===== src/rtl/playback_controller.sv =====
// rtl/playback_controller.sv - track selector / playback state machine for the music player
// Optional feature macro: PLAYBACK_SHUFFLE_EN (shuffle input plus LFSR-driven song_end selection).
module playback_controller #(
    parameter int N_TRACKS      = 4,
    parameter int SEL_W         = 2,
    parameter int RESTART_TICKS = 8
) (
    input  logic             clk,
    input  logic             reset,
    input  logic             play_pause,
    input  logic             prox,
    input  logic             prev,
    input  logic             song_end,
    input  logic             loop,
`ifdef PLAYBACK_SHUFFLE_EN
    input  logic             shuffle,
`endif
    output logic [SEL_W-1:0] select,
    output logic             start,
    output logic             playing
);

    localparam int               EL_W = $clog2(RESTART_TICKS + 1);
    localparam logic [SEL_W-1:0] LAST = SEL_W'(N_TRACKS - 1);
    localparam logic [EL_W-1:0]  SAT  = EL_W'(RESTART_TICKS);

    typedef enum logic [1:0] {S_IDLE, S_LOAD, S_PLAY, S_PAUSE} state_t;

    state_t           r_state;
    state_t           w_state_nxt;
    logic [SEL_W-1:0] r_select;
    logic [SEL_W-1:0] w_select_nxt;
    logic [SEL_W-1:0] w_sel_inc;
    logic [SEL_W-1:0] w_sel_dec;
    logic [EL_W-1:0]  r_elapsed;
    logic             r_pp_q;
    logic             r_nx_q;
    logic             r_pv_q;
    logic             r_se_q;
    logic             r_start;
    logic             r_playing;
    logic             w_pp_raw;
    logic             w_nx_raw;
    logic             w_pv_raw;
    logic             w_nx;
    logic             w_pv;
    logic             w_pp;
    logic             w_se;
    logic             w_restart;

    assign w_pp_raw = play_pause & ~r_pp_q;
    assign w_nx_raw = prox & ~r_nx_q;
    assign w_pv_raw = prev & ~r_pv_q;
    assign w_se     = song_end & ~r_se_q;

    // next+prev together cancel; any navigation button swallows play_pause
    assign w_nx = w_nx_raw & ~w_pv_raw;
    assign w_pv = w_pv_raw & ~w_nx_raw;
    assign w_pp = w_pp_raw & ~w_nx_raw & ~w_pv_raw;

    assign w_sel_inc = (r_select >= LAST) ? '0 : r_select + SEL_W'(1);
    assign w_sel_dec = (r_select == '0) ? LAST : r_select - SEL_W'(1);
    assign w_restart = (r_elapsed >= SAT);

`ifdef PLAYBACK_SHUFFLE_EN
    localparam int SW1 = SEL_W + 1;

    logic [7:0]       r_lfsr;
    logic [SW1-1:0]   w_shuf_sum;
    logic [SEL_W-1:0] w_sel_shuf;

    always_ff @(posedge clk or negedge reset) begin
        if (!reset) begin
            r_lfsr <= 8'hA5;
        end else begin
            r_lfsr <= {r_lfsr[6:0], r_lfsr[7] ^ r_lfsr[5] ^ r_lfsr[4] ^ r_lfsr[3]};
        end
    end

    // offset 1..N-1 from the current track, so the sum stays below 2*N and one subtract wraps it
    assign w_shuf_sum = {1'b0, r_select} + SW1'(1) + SW1'(r_lfsr % 8'(N_TRACKS - 1));
    assign w_sel_shuf = (w_shuf_sum >= SW1'(N_TRACKS)) ? SEL_W'(w_shuf_sum - SW1'(N_TRACKS))
                                                       : SEL_W'(w_shuf_sum);
`endif

    always_comb begin
        w_state_nxt  = r_state;
        w_select_nxt = r_select;
        case (r_state)
            S_IDLE: begin
                if (w_nx) begin
                    w_select_nxt = w_sel_inc;
                end else if (w_pv) begin
                    w_select_nxt = w_sel_dec;
                end else if (w_pp) begin
                    w_state_nxt = S_LOAD;
                end
            end
            S_LOAD: begin
                w_state_nxt = S_PLAY;
            end
            S_PLAY: begin
                if (w_nx) begin
                    w_select_nxt = w_sel_inc;
                    w_state_nxt  = S_LOAD;
                end else if (w_pv) begin
                    if (!w_restart) begin
                        w_select_nxt = w_sel_dec;
                    end
                    w_state_nxt = S_LOAD;
                end else if (w_pp) begin
                    w_state_nxt = S_PAUSE;
                end else if (w_se) begin
`ifdef PLAYBACK_SHUFFLE_EN
                    if (shuffle) begin
                        w_select_nxt = w_sel_shuf;
                        w_state_nxt  = S_LOAD;
                    end else
`endif
                    if (r_select < LAST) begin
                        w_select_nxt = w_sel_inc;
                        w_state_nxt  = S_LOAD;
                    end else begin
                        w_select_nxt = '0;
                        w_state_nxt  = loop ? S_LOAD : S_IDLE;
                    end
                end
            end
            S_PAUSE: begin
                if (w_nx) begin
                    w_select_nxt = w_sel_inc;
                    w_state_nxt  = S_LOAD;
                end else if (w_pv) begin
                    w_select_nxt = w_sel_dec;
                    w_state_nxt  = S_LOAD;
                end else if (w_pp) begin
                    w_state_nxt = S_PLAY;
                end
            end
            default: begin
                w_state_nxt = S_IDLE;
            end
        endcase
    end

    always_ff @(posedge clk or negedge reset) begin
        if (!reset) begin
            r_state   <= S_IDLE;
            r_select  <= '0;
            r_start   <= 1'b0;
            r_playing <= 1'b0;
            r_pp_q    <= 1'b0;
            r_nx_q    <= 1'b0;
            r_pv_q    <= 1'b0;
            r_se_q    <= 1'b0;
        end else begin
            r_state   <= w_state_nxt;
            r_select  <= w_select_nxt;
            r_start   <= (w_state_nxt == S_LOAD);
            r_playing <= (w_state_nxt == S_PLAY);
            r_pp_q    <= play_pause;
            r_nx_q    <= prox;
            r_pv_q    <= prev;
            r_se_q    <= song_end;
        end
    end

    // elapsed is cleared while loading and frozen outside PLAY
    always_ff @(posedge clk or negedge reset) begin
        if (!reset) begin
            r_elapsed <= '0;
        end else if (r_state == S_LOAD) begin
            r_elapsed <= '0;
        end else if (r_state == S_PLAY && r_elapsed != SAT) begin
            r_elapsed <= r_elapsed + EL_W'(1);
        end
    end

    assign select  = r_select;
    assign start   = r_start;
    assign playing = r_playing;

endmodule


===== config.mk =====
export PLATFORM = sky130hd
export DESIGN_NAME = playback_controller
export DESIGN_NICKNAME = d
export VERILOG_FILES = /design/src/rtl/playback_controller.sv
export SDC_FILE = /design/constraint.sdc
export NUM_CORES = 1
export LEC_CHECK = 0
export CAP_MARGIN = 10
export CORE_MARGIN = 3
export CORE_UTILIZATION = 45
export DETAILED_ROUTE_END_ITERATION = 10
export PLACE_DENSITY = 0.63
export SLEW_MARGIN = 5
export SYNTH_ARGS = -nofsm -noshare
export SYNTH_HDL_FRONTEND = slang
export SYNTH_SLANG_ARGS = --single-unit

===== constraint.sdc =====
create_clock -name clk -period 3.01 [get_ports clk]
set_input_delay 0.602 -clock clk [delete_from_list [all_inputs] [get_ports clk]]
set_output_delay 0.602 -clock clk [all_outputs]
set_load 0.05 [all_outputs]

==> results of run 1 <==
cell families (layout without fill, tap and decap cells):
family,Yosys count,after routing,share of synthesized area
buf+inv,12,26,0.05433
compound gates,19,19,0.1571
fa+ha+maj,11,11,0.1615
flops,14,14,0.4112
xor+xnor,4,4,0.04112
simple gates,20,20,0.1630
mux,1,1,0.01175
state kept, by name (all words and copies together) (netlist names):
name	flops
r_pp_q	1
r_state	2
start	1
playing	1
r_se_q	1
r_nx_q	1
r_elapsed	4
r_pv_q	1
select	2
final cells by class:
cell class | count | area [um^2]
Sequential cell | 14 | 350.3
Multi-Input combinational cell | 55 | 455.4
Timing Repair Buffer | 10 | 100.1
Clock buffer | 4 | 36.28
Tap cell | 25 | 31.28
Inverter | 12 | 46.29
Fill cell | 167 | 744.5
per-stage QoR:
step / std cells / total power, mW / setup WS (ns) / hold WS (ns)
2_1_floorplan: 81 / 0.5603 / 0.9786 / 0.3064
3_3_place_gp: 116 / 0.6575 / 0.4259 / 0.5510
3_5_place_dp: 116 / 0.6625 / 0.3978 / 0.5659
4_1_cts: 120 / 0.7964 / 0.6941 / 0.5867
5_1_grt: 120 / 0.8466 / 0.5627 / 0.6131
6_report: 120 / 0.7892 / 0.6999 / 0.5868
where the power goes:
| group | switching, mW | leakage (nW) | total, mW | internal, mW |
|---|---|---|---|---|
| clock network | 0.0587 | 0.0210 | 0.132 | 0.0735 |
| registers | 0.0350 | 0.178 | 0.268 | 0.233 |
| logic | 0.223 | 0.270 | 0.389 | 0.166 |
| total | 0.316 | 0.469 | 0.789 | 0.473 |
cell usage in the layout (no fill, tap or decap), drive strengths merged:
cell type and count:
o21a 3, nand2 1, nand4 1, inv 11, a311o 1, o31ai 1, clkinv 1, nand3 1
o21ba 1, nor2 6, o31a 1, nor3 1, nor4b 1, a22oi 1, clkdlybuf4s50 10, nor2b 6
ha 11, mux2i 1, or4 1, xnor2 3, dfrtp 14, clkbuf 4, a21oi 2, o21ai 5
a211oi 2, o211ai 1, nand2b 2, xor2 1, a221o 1
layer usage:
layer | vias to the layer above | track usage | share of wire
li1 | 303 | - | -
met4 | 0 | 0.02765 | 0.0057
met3 | 2 | 0.05740 | 0.044
met1 | 279 | 0.1599 | 0.48
met2 | 13 | 0.2143 | 0.47
met5 | - | 0 | 0
worst reg2reg max path, cell delays in order, from the launching register on:
cell and delay [ns]:
dfrtp_1 0.40, nor2b_4 0.18, ha_1 0.23, nor3_1 0.07
a311o_1 0.36, or4_1 0.50, o21ai_1 0.08
worst paths after layout:
kind | startpoint | endpoint | slack [ns] | cells after the start
setup reg to reg | r_pv_q$_DFF_PN0_ | select[0]$_DFFE_PN0P_ | 1.14 | 6
hold reg to reg | select[1]$_DFFE_PN0P_ | select[1]$_DFFE_PN0P_ | 0.59 | 2
setup / recovery | prev | select[0]$_DFFE_PN0P_ | 0.70 | 7
min in group asynchronous | reset | r_elapsed[2]$_DFFE_PN0P_ | 0.70 | 1
max in group asynchronous | reset | select[1]$_DFFE_PN0P_ | 1.91 | 1
hold / removal | select[1]$_DFFE_PN0P_ | select[1]$_DFFE_PN0P_ | 0.59 | 2
==> run summary, run 1 <==
Warnings from Yosys: 0
WP data required: 3.22 ns
Initial antenna violation count: 0
Fin util: 0.5780
Detailed Place HPWL: 1.103 mm
Post-Syn Area: 852.1 um^2
CTS max path bufs: 2
Post-synth ARST share: 1.000
Die width: 49.52 um
Largest stage delay on the critical path: 0.50 ns
Synth cell count leaders: dfrtp_1, ha_1, inv_1
Final hold viol count: 0
Drt pass-1 iters: 2
Setup crit start kind: input pin
Crit path buffers/inverters: 1
Full die area: 2452 um^2
Final setup viols: 0
Initial core utilization: 0.4830
CP max stage cell: or4_1
Layout cells sized above 1: 0.09474
Worst-path cell chain: clkdlybuf4s50_1, nor2b_4, ha_1, nor3_1, a311o_1, or4_1, o21ai_1
RSZ-0062 raised after global routing: no
Slew margin rel.: 0.5902
Max frequency: 432.9 MHz
Most common cell in the netlist: dfrtp_1
Setup TNS: 0 ns
CTS H-Tree Depth: 1
Design Area, Final: 1020 um^2
Layout overhead on the synthesized area: 19.68%
Vias in the first global route: 590
Root buffer cell: clkbuf_4
Worst-margin pin slew: 0.6128 ns
VDD IR max: 0.3848 mV
Ranking of synthesized cells by area: dfrtp_1, ha_1, inv_1, nor2b_1, xnor2_1
CTS tree: yes
Sequential-to-total area share from yosys stat: 0.4112
Leakage: 0.4686 nW
CTS resizes: 0
GR Overflow Total: 0
GRT Overall Usage: 0.1310
Synth Instances: 81
Mapped Nets: 99
Chip height: 49.52 um
Tcrit/Tclk final: 0.7675
Drt via density: 4.975
Top Ports: 11
Cell taking the most area after synthesis: dfrtp_1
Max-cap violations: 0
ANT nets after route: 0
Distinct cell type count after synthesis: 30
Mean Syn Cell Area: 10.52 um^2
Via count: 597
Clk_skew: 0.006551 ns
Antenna Cells: 0
Number of CTS-inserted buffers: 3
Post-DP Area: 983.4 um^2
FP Rows: 15
Largest net degree at the start of global routing: 15
CTS sink cnt: 14
Clk_lat worst skew: 0.28 ns
Core region area: 1764 um^2
Arrival time worst endpoint: 2.52 ns
Post-Route WL: 1.399 mm
First-pass GRT wire length: 2.484 mm
Post-route minimum period: 2.310 ns
DRC violation total after the first TritonRoute iteration: 9
Register clock-pin slew on the reported worst setup and hold paths: 0.09 ns
Status: complete, no violations
Buffers added on ports: 10
Post-CTS Hold Buffers: 0
Final Slew Violations: 0
Peak fanout along the critical path: 4
Post-synth top area share: 0.4112
Avg WL per Cell: 11.66 um
PwrDens: 774.0 nW/um^2
Final net count: 114
Drt drc: 0
Critical path's top delay family: simple AND/OR/NAND/NOR gates
Worst Setup End Kind: register
Post-CTS Repair Setup Buffers: 0
GPL Wtd Cong: 0.7713
Main flop type after synthesis: dfrtp_1
Number of synthesized register bits: 14
Path type of the worst setup path: input pin to register
Number of synthesized flops with an enable pin: 0
Hold crit path type: register to register
(Power assumes the default switching activity.)
==> inputs of run 2 (changes only) <==
PLACE_DENSITY = 0.66   (was 0.63)
clock period = 1.97 ns   (was 3.01 ns; I/O delays follow)
==> run 2 against run 1 <==
Count of clock-buffer cells in the layout did not move. Hold slack got worse by 0.22 ns. Clock power up 58%. Clock skew is essentially flat. Total power up 62%. Highest routed layer unchanged.
==> run summary, run 2 (synthesized netlist as in run 1, its figures left out) <==
Int Power: 765.8 uW (was 472.8 uW)
Final Slew Violations: 0 (unchanged)
CTS tree: yes (unchanged)
Non-Filler Instances: 130 (was 120)
Arrival time worst endpoint: 1.48 ns (was 2.52 ns)
Buffers added on ports: 10 (unchanged)
Drt drc: 0 (unchanged)
Top reg by flops: r_elapsed (unchanged)
WP data required: 1.58 ns (was 3.22 ns)
Worst-path cell chain: clkdlybuf4s50_1 (was clkdlybuf4s50_1, nor2b_4, ha_1, nor3_1, a311o_1, or4_1, o21ai_1)
Design Area, Final: 1130 um^2 (was 1020 um^2)
Max reg flops: 4 (unchanged)
Final hold viol count: 0 (unchanged)
Worst-margin pin slew: 0.6139 ns (was 0.6128 ns)
Top Ports: 11 (unchanged)
Antenna Cells: 0 (unchanged)
WP depth: 1 (was 7)
Max-cap violations: 0 (unchanged)
Leakage: 0.5337 nW (was 0.4686 nW)
Switching part of the total: 0.4000 (was 0.4009)
Fill cell count: 146 (was 167)
Hold Path Depth: 1 (was 2)
Initial core utilization: 0.4830 (unchanged)
Flop pwr share: 0.318 (was 0.339)
RSZ-0062 raised after global routing: no (unchanged)
Layout overhead on the synthesized area: 32.60% (was 19.68%)
Crit path buffers/inverters: 1 (unchanged)
CTS sink cnt: 14 (unchanged)
Commonest non-fill, non-tap cell in the layout: dfrtp_1 (unchanged)
Register clock-pin slew on the reported worst setup and hold paths: 0.08 ns (was 0.09 ns)
Combinational share of power: 0.519 (was 0.493)
Fin util: 0.6404 (was 0.5780)
Post-Route WL: 1.614 mm (was 1.399 mm)
Initial antenna violation count: 0 (unchanged)
Clk_lat worst skew: 0.29 ns (was 0.28 ns)
Worst Setup End Kind: output pin (was register)
GRT Overall Usage: 0.1552 (was 0.1310)
Most frequent cells in the layout: dfrtp_1, inv_1, ha_1, buf_4, clkdlybuf4s50_1 (was dfrtp_1, inv_1, ha_1)
Vias in the first global route: 654 (was 590)
Largest net degree at the start of global routing: 15 (unchanged)
GPL Wtd Cong: 0.7976 (was 0.7713)
Post-DP Area: 1051 um^2 (was 983.4 um^2)
CTS max path bufs: 2 (unchanged)
Peak fanout along the critical path: 4 (unchanged)
Tcrit/Tclk final: 0.9522
Drt via density: 4.985 (was 4.975)
Clk_skew: 0.006820 ns (was 0.006551 ns)
GR Overflow Total: 0 (unchanged)
Post-route minimum period: 1.876 ns
VDD IR max: 0.8021 mV (was 0.3848 mV)
Final setup viols: 0 (unchanged)
Layout cells sized above 1: 0.2190 (was 0.09474)
Core region area: 1764 um^2 (unchanged)
Full die area: 2452 um^2 (unchanged)
Critical path's top delay family: buffers and inverters (was simple AND/OR/NAND/NOR gates)
PwrDens: 1130 nW/um^2 (was 774.0 nW/um^2)
Drt pass-1 iters: 4 (was 2)
Hold crit path type: input pin to register (was register to register)
CP max stage cell: clkdlybuf4s50_1 (was or4_1)
Chip height: 49.52 um (unchanged)
DRC violation total after the first TritonRoute iteration: 4 (was 9)
Net load switching power: 510.6 uW (was 316.4 uW)
Setup crit start kind: register (was input pin)
ANT nets after route: 0 (unchanged)
CTS H-Tree Depth: 1 (unchanged)
Clk pwr share: 0.163 (was 0.168)
Placed Cells incl. Taps: 125 (was 116)
Path type of the worst setup path: register to output pin (was input pin to register)
Status: complete, no violations (unchanged)
Via count: 648 (was 597)
Root buffer cell: clkbuf_4 (unchanged)
Slew margin rel.: 0.5894 (was 0.5902)
Final net count: 124 (was 114)
Avg WL per Cell: 12.42 um (was 11.66 um)
Reg2Reg Depth: 6 (unchanged)
Max frequency: 533.1 MHz
Hold WS: 0.3695 ns (was 0.5868 ns)
Reg-to-reg setup timing slack: 0.12 ns (was 1.14 ns)
FP Rows: 15 (unchanged)
First-pass GRT wire length: 2.898 mm (was 2.484 mm)
Detailed Place HPWL: 1.184 mm (was 1.103 mm)
Largest stage delay on the critical path: 0.81 ns (was 0.50 ns)
Die width: 49.52 um (unchanged)
Number of CTS-inserted buffers: 3 (unchanged)
Post-CTS Hold Buffers: 0 (unchanged)
[run 2: changes by cell type in the layout (fill, tap and decap cells not counted), moves of 2 or more]
cell,delta
buf_4,+9
ha_4,+2
dlygate4sd2_1,+2
ha_1,-2
clkdlybuf4s50_1,-3
[run 2: worst paths after layout]
path,start,endpoint
min in group asynchronous,reset,r_elapsed[2]$_DFFE_PN0P_
worst max-delay path,select[1]$_DFFE_PN0P_,select[1]
worst min-delay path,prev,r_pv_q$_DFF_PN0_
worst max register to register,r_state[1]$_DFF_PN0_,select[0]$_DFFE_PN0P_
max in group asynchronous,reset,r_nx_q$_DFF_PN0_
worst min register to register,select[1]$_DFFE_PN0P_,select[1]$_DFFE_PN0P_
[run 2: per-layer routing]
metal	global-route usage	wire, um	vias to the layer above
met5	0	0	-
met4	0.05530	19	0
met3	0.04834	86	3
met2	0.2589	766	18
met1	0.1881	741	302
li1	-	-	325
[run 2: final cells by class]
class / instances / area, um^2 / share of cell area
timing repair buffer: 20 / 178.9 / 0.1584
sequential: 14 / 350.3 / 0.3101
tap: 25 / 31.28 / 0.02769
inverter: 12 / 46.29 / 0.04097
multi-input combinational: 55 / 486.7 / 0.4308
clock buffer: 4 / 36.28 / 0.03212
[run 2: stage by stage]
step	TNS, ns	total power [mW]	setup slack, ns
after CTS	0	1.287	0.06052
after global placement	-1.435	1.046	-0.3351
after floorplan	0	0.8561	0.1466
after detailed placement	-1.619	1.062	-0.3762
after global routing	0	1.388	0.002095
final	0	1.276	0.09410
[run 2: power groups by stage]
stage          combinational (mW)  clock [mW]  sequential, mW
2_1_floorplan               0.341           0           0.515
3_5_place_dp                0.651           0           0.411
3_3_place_gp                0.635           0           0.411
4_1_cts                     0.665       0.215           0.406
5_1_grt                     0.739       0.231           0.418
6_report                    0.662       0.209           0.406
[run 2: repair_timing]
item	4_1_cts	5_1_grt
setup buffers	1	0
gates cloned	0	0
pin swaps	2	0
endpoints found under the setup margin	3	2
hold endpoints to repair	0	0
gates resized for setup	7	2
